**config.mk**
```make
export PLATFORM = sky130hd
export DESIGN_NAME = input_debouncer
export DESIGN_NICKNAME = d
export VERILOG_FILES = /design/src/rtl/input_debouncer.sv
export SDC_FILE = /design/constraint.sdc
export NUM_CORES = 1
export LEC_CHECK = 0
export ABC_AREA = 1
export CAP_MARGIN = 20
export CELL_PAD_IN_SITES_DETAIL_PLACEMENT = 2
export CELL_PAD_IN_SITES_GLOBAL_PLACEMENT = 2
export CORE_MARGIN = 1
export CORE_UTILIZATION = 38
export DETAILED_ROUTE_END_ITERATION = 8
export GPL_TIMING_DRIVEN = 0
export PLACE_DENSITY_LB_ADDON = 0.1
export SLEW_MARGIN = 10
export SYNTH_ARGS = -nofsm -noshare
export SYNTH_HDL_FRONTEND = slang
export SYNTH_SLANG_ARGS = --single-unit
export TNS_END_PERCENT = 1
```
**constraint.sdc**
```tcl
create_clock -name clk_i -period 1.9 [get_ports clk_i]
set_input_delay 0.19 -clock clk_i [delete_from_list [all_inputs] [get_ports clk_i]]
set_output_delay 0.19 -clock clk_i [all_outputs]
set_load 0.02 [all_outputs]
```
**src/rtl/input_debouncer.sv**
```systemverilog
// -----------------------------------------------------------------------------
// input_debouncer
//   Conditions WIDTH raw board inputs (switches and a button) into clean,
//   registered levels. Each bit passes through a 2-flop synchronizer and then
//   its own qualification FSM. A new level is accepted only after the
//   synchronized input has disagreed with the current output for
//   DEBOUNCE_CYCLES consecutive cycles. Any return to the current level during
//   qualification discards all progress.
//
//   Parameters
//     WIDTH            number of independent inputs
//     DEBOUNCE_CYCLES  stable-cycle count D, legal range 2 .. 2^24
//     CNT_W            counter width, must satisfy 2^CNT_W > DEBOUNCE_CYCLES
//
//   Ports
//     clk_i     system clock
//     arst_n_i  asynchronous active-low reset
//     din_i     raw asynchronous pad inputs
//     dout_o    debounced level per bit (registered)
//     rise_o    one-cycle pulse per bit on a debounced 0->1
//     fall_o    one-cycle pulse per bit on a debounced 1->0
//     event_o   OR of all rise/fall pulses, registered in the same cycle
//
//   Per-bit FSM
//     state     | meaning
//     ----------+-----------------------------------------------------------
//     STABLE    | synchronized input agrees with dout; counter held at 0
//     SETTLING  | input disagrees with dout; counter holds the number of
//               | consecutive disagreeing cycles seen so far
// -----------------------------------------------------------------------------
module input_debouncer #(
   parameter int WIDTH           = 17,
   parameter int DEBOUNCE_CYCLES = 500000,
   parameter int CNT_W           = 24
) (
   input  logic             clk_i,
   input  logic             arst_n_i,
   input  logic [WIDTH-1:0] din_i,
   output logic [WIDTH-1:0] dout_o,
   output logic [WIDTH-1:0] rise_o,
   output logic [WIDTH-1:0] fall_o,
   output logic             event_o
);

   typedef enum logic {
      ST_STABLE   = 1'b0,
      ST_SETTLING = 1'b1
   } state_e;

   // The cycle that sees the D-th consecutive disagreement commits the change,
   // so the counter never needs to hold a value above D-1.
   localparam logic [CNT_W-1:0] CNT_TC  = CNT_W'(DEBOUNCE_CYCLES - 1);
   localparam logic [CNT_W-1:0] CNT_ONE = CNT_W'(1);

   logic [WIDTH-1:0] s1_q, s1_d;
   logic [WIDTH-1:0] s2_q, s2_d;
   logic [WIDTH-1:0] dout_q, dout_d;
   logic [WIDTH-1:0] rise_q, rise_d;
   logic [WIDTH-1:0] fall_q, fall_d;
   logic             event_q, event_d;

   state_e           state_q [WIDTH];
   state_e           state_d [WIDTH];
   logic [CNT_W-1:0] cnt_q   [WIDTH];
   logic [CNT_W-1:0] cnt_d   [WIDTH];

   always_comb begin
      s1_d   = din_i;
      s2_d   = s1_q;
      dout_d = dout_q;
      rise_d = '0;
      fall_d = '0;
      for (int i = 0; i < WIDTH; i++) begin
         state_d[i] = state_q[i];
         cnt_d[i]   = cnt_q[i];
         case (state_q[i])
            ST_STABLE: begin
               if (s2_q[i] != dout_q[i]) begin
                  state_d[i] = ST_SETTLING;
                  cnt_d[i]   = CNT_ONE;
               end else begin
                  cnt_d[i] = '0;
               end
            end
            ST_SETTLING: begin
               if (s2_q[i] == dout_q[i]) begin
                  // Bounce back to the old level: drop all progress.
                  state_d[i] = ST_STABLE;
                  cnt_d[i]   = '0;
               end else if (cnt_q[i] == CNT_TC) begin
                  dout_d[i]  = s2_q[i];
                  rise_d[i]  = s2_q[i];
                  fall_d[i]  = ~s2_q[i];
                  state_d[i] = ST_STABLE;
                  cnt_d[i]   = '0;
               end else begin
                  cnt_d[i] = cnt_q[i] + CNT_ONE;
               end
            end
            default: begin
               state_d[i] = ST_STABLE;
               cnt_d[i]   = '0;
            end
         endcase
      end
      // Built from the next-state pulses so event_o lines up with rise_o/fall_o.
      event_d = |{rise_d, fall_d};
   end

   always_ff @(posedge clk_i or negedge arst_n_i) begin
      if (!arst_n_i) begin
         s1_q    <= '0;
         s2_q    <= '0;
         dout_q  <= '0;
         rise_q  <= '0;
         fall_q  <= '0;
         event_q <= 1'b0;
         for (int i = 0; i < WIDTH; i++) begin
            state_q[i] <= ST_STABLE;
            cnt_q[i]   <= '0;
         end
      end else begin
         s1_q    <= s1_d;
         s2_q    <= s2_d;
         dout_q  <= dout_d;
         rise_q  <= rise_d;
         fall_q  <= fall_d;
         event_q <= event_d;
         for (int i = 0; i < WIDTH; i++) begin
            state_q[i] <= state_d[i];
            cnt_q[i]   <= cnt_d[i];
         end
      end
   end

   assign dout_o  = dout_q;
   assign rise_o  = rise_q;
   assign fall_o  = fall_q;
   assign event_o = event_q;

endmodule

```
==> results.py, run 1 <==
metrics = {
    "placement": {
        "portBuffers": 70,
        "place.gp.congestion": 0.803,
        "place_ws_ps": -400,
        "placed_cell_area_um2": 27500,
        "dpl.hpwl_um": 55600,
    },
    "die": {
        "die_area_um2": 68300,
        "core.rowCount": 94,
        "die_w_um": 261,
        "io_pins": 71,
        "initial_core_util_pct": 38.6,
        "chipHeight_um": 261,
        "core_um2": 66100,
    },
    "pwr": {
        "max-vdd-ir-drop_mv": 0.717,
        "p_sw_w": 0.00598,
        "power.internal_w": 0.0184,
        "switching_share_pct": 24.5,
        "p_comb_share_pct": 5.7,
        "p_leak_nw": 13.7,
        "power_density_nw_per_um2": 787,
        "pwr-share-seq_pct": 46.0,
        "power_frac_clock_pct": 48.3,
    },
    "setup_path": {
        "r2r-end": "cnt_q[208]",
        "cp.arrival_ps": 2560,
        "cp_data_required_time_ps": 2460,
        "cp-end-kind": "flip-flop",
        "path_class": "reg -> reg",
        "reg2reg_from": "cnt_q[192]",
        "start_kind": "flip-flop",
        "path_max_fanout": 5,
        "r2r_slack_ps": -100,
        "reg2reg_depth": 10,
    },
    "timing": {
        "tightest_slew_ps": 584,
        "finalCritPeriodShare_pct": 105,
        "fin_skew_ps": 15.1,
        "rsz0062_at_grt": "yes",
        "setup_viol": 17,
        "max_freq_ghz": 0.500,
        "setup_slack_ps": -99.4,
        "report.final.hold_viol_count": 0,
        "drv_slew": 0,
        "relSlewSlack_pct": 60.8,
        "period_needed_ps": 2000,
    },
    "clock_network": {
        "cts_root_buf": "clkbuf_16",
        "cts_buffers": 60,
        "cts_tree": "built",
        "clock_path_buffers": 3,
        "htreeDepth": 2,
        "numClockSinks": 511,
        "clock_latency_ps": 630,
        "path_clk_slew_ps": 70,
    },
    "finish": {
        "drive_gt1_share_pct": 15.0,
        "regArea_um2": 12800,
        "stdcell_area_um2": 31000,
        "final_nets": 3464,
        "fillers": 7389,
        "area_growth_pct": 21.3,
        "n_antenna_cell": 0,
        "multi_input_comb_area_um2": 11700,
    },
    "yosys": {
        "yosysTopAreaCell": "dfrtp_1",
        "synth_top_cell_area_share_pct": 50.1,
        "yosysUniqueCellTypes": 47,
        "synth_nets": 3275,
        "seq_area_frac_synth_pct": 50.1,
        "synthTopCellsByArea": "dfrtp_1, nand2_1, inv_1",
        "syn_area_um2": 25500,
        "synth-seq-cells": 511,
        "syn_avg_cell_area_um2": 7.89,
        "syn_inst": 3239,
        "ys_warn_count": 0,
    },
    "detailed_routing": {
        "wire_per_inst_um": 18.1,
        "drtPass1Iterations": 8,
        "wl_um": 78700,
        "drc": 3,
        "avgViaCountPerCell": 5.19,
        "ant_nets": 0,
        "initialDrtViolationCount": 766,
        "vias": 22500,
    },
    "grt": {
        "grt-ovfl-total": 0,
        "grt_pass1_wl_um": 130000,
        "grtUsageTotal_pct": 23.1,
        "antenna_found_initial": 1,
        "grt_pass1_vias": 25600,
        "grt_max_degree": 104,
    },
    "outcome": {
        "violations": "design-rule violations, negative setup slack",
        "outcome": "complete, but fails checks",
    },
    "hold_path": {
        "hold_class": "in -> async",
    },
    "flow_run": {
        "drv_cap": 0,
    },
}
-- per-layer routing --
layer	GRT usage, %	vias up	part of all wire (%)
met5	0	-	0
met4	6.48	0	2.3
met3	2.75	110	2.2
met2	42.8	167	52
met1	28.0	11400	43
li1	-	10800	-
-- critical path, stage by stage, from the launching register on --
cell and delay (ps):
dfrtp_1 390, ha_2 230, nand2_2 80, nor2_4 150
nand4_1 170, nor2_2 210, nand2_2 130, nor3_4 250
buf_4 170, buf_6 80, o21a_1 90
-- cell families (layout without fill, tap and decap cells) --
| logic type | Yosys count | count (layout) | share of synthesized area (%) |
|---|---|---|---|
| simple gates | 1643 | 1643 | 29.3 |
| buf+inv | 546 | 782 | 8.29 |
| flops | 511 | 511 | 50.1 |
| compound gates | 500 | 500 | 10.8 |
| xor+xnor | 22 | 22 | 0.754 |
| fa+ha+maj | 17 | 17 | 0.833 |
-- cell type report --
class | instances | area share (%)
clock inverters | 29 | 0.941
multi-input cells | 2182 | 37.6
plain buffers | 35 | 0.788
flip-flops and latches | 511 | 41.3
repair buffers | 127 | 4.12
well taps | 864 | 3.49
clock buffers | 80 | 5.54
inverters | 511 | 6.22
-- sequential cells by signal (all words and copies together), names as in the netlist --
name / cells
event_o: 1
s2_q: 17
fall_o: 17
state_q: 17
cnt_q: 408
s1_q: 17
rise_o: 17
dout_o: 17
-- worst max-delay path by stage --
| stage | start | endpoint | slack (ps) | cells past startpoint |
|---|---|---|---|---|
| after floorplan | cnt_q[144] | cnt_q[164] | 270 | 12 |
| after global placement | arst_n_i | cnt_q[22] | -23480 | 1 |
| after detailed placement | cnt_q[0] | event_o | -400 | 9 |
| after CTS | cnt_q[192] | cnt_q[210] | -90 | 10 |
| after global routing | cnt_q[192] | cnt_q[210] | -260 | 10 |
| final | cnt_q[192] | cnt_q[208] | -100 | 10 |
-- cell usage in the layout (no fill, tap or decap), types with 7 or more instances in the layout --
master / n
a211oi_1: 21
a21oi_1: 224
a31oi_1: 33
buf_2: 15
buf_4: 47
clkbuf_16: 60
clkbuf_8: 14
clkdlybuf4s50_1: 51
clkinv_2: 14
dfrtp_1: 509
dlygate4sd2_1: 13
dlygate4sd3_1: 17
ha_2: 12
inv_1: 484
inv_2: 23
nand2_1: 591
nand2_2: 48
nand2_4: 9
nand3_1: 118
nand3_2: 25
nand4_1: 89
nand4_4: 7
nor2_1: 416
nor2_2: 63
nor2_4: 84
nor3_1: 117
nor3_2: 10
nor3b_1: 9
nor4_1: 16
o21a_1: 36
o21ai_0: 138
o21ai_1: 24
o21ai_2: 8
or2_2: 17
xnor2_1: 15
-- cells in the mapped netlist (all sizes together) --
cell / count
a31oi: 33
o21a: 36
o21bai: 3
o31ai: 1
a211oi: 25
nand3: 146
nand2: 651
or2: 19
xor2: 6
nor4: 17
o211a: 2
o41ai: 1
and3: 2
clkinv: 1
nor2: 564
o21ai: 173
xnor2: 16
a21oi: 225
nand4: 100
inv: 510
dfrtp: 511
nor3: 132
nand3b: 1
nor3b: 10
and2: 1
o311a: 1
ha: 17
buf: 35
-- power groups by stage --
stage | registers [W] | clock network, W | logic, W
finish | 0.0112 | 0.0118 | 0.00139
CTS | 0.0112 | 0.0122 | 0.00134
global route | 0.0112 | 0.0125 | 0.00157
detailed placement | 0.0114 | 0 | 0.00125
floorplan | 0.0114 | 0 | 0.000641
global placement | 0.0114 | 0 | 0.00109
-- metrics by stage --
step | std cells | setup TNS (ps) | hold slack, ps | util [%] | power (W)
floorplan | 3239 | 0 | -106 | - | 0.0120
global placement | 4173 | - | 333 | 41.3 | 0.0125
detailed placement | 4178 | -18240 | 154 | 41.6 | 0.0126
CTS | 4314 | -1170 | 54.1 | 45.5 | 0.0247
global route | 4339 | -9380 | 56.1 | 46.9 | 0.0253
finish | 4339 | -599 | 84.6 | 46.9 | 0.0244
-- what timing repair did --
item,4_1_cts,5_1_grt
pin swaps,18,57
hold buffers,17,0
gates resized for setup,126,213
hold endpoints to repair,156,0
setup buffers,10,25
endpoints found under the setup margin,279,319
No activity file was read; power rests on OpenSTA's default activity.
==> run 2, diff against run 1 <==
CAP_MARGIN = unset   (was 20)
==> results of run 2 <==
The final DEF is identical to that of run 1; final timing and power are the same.
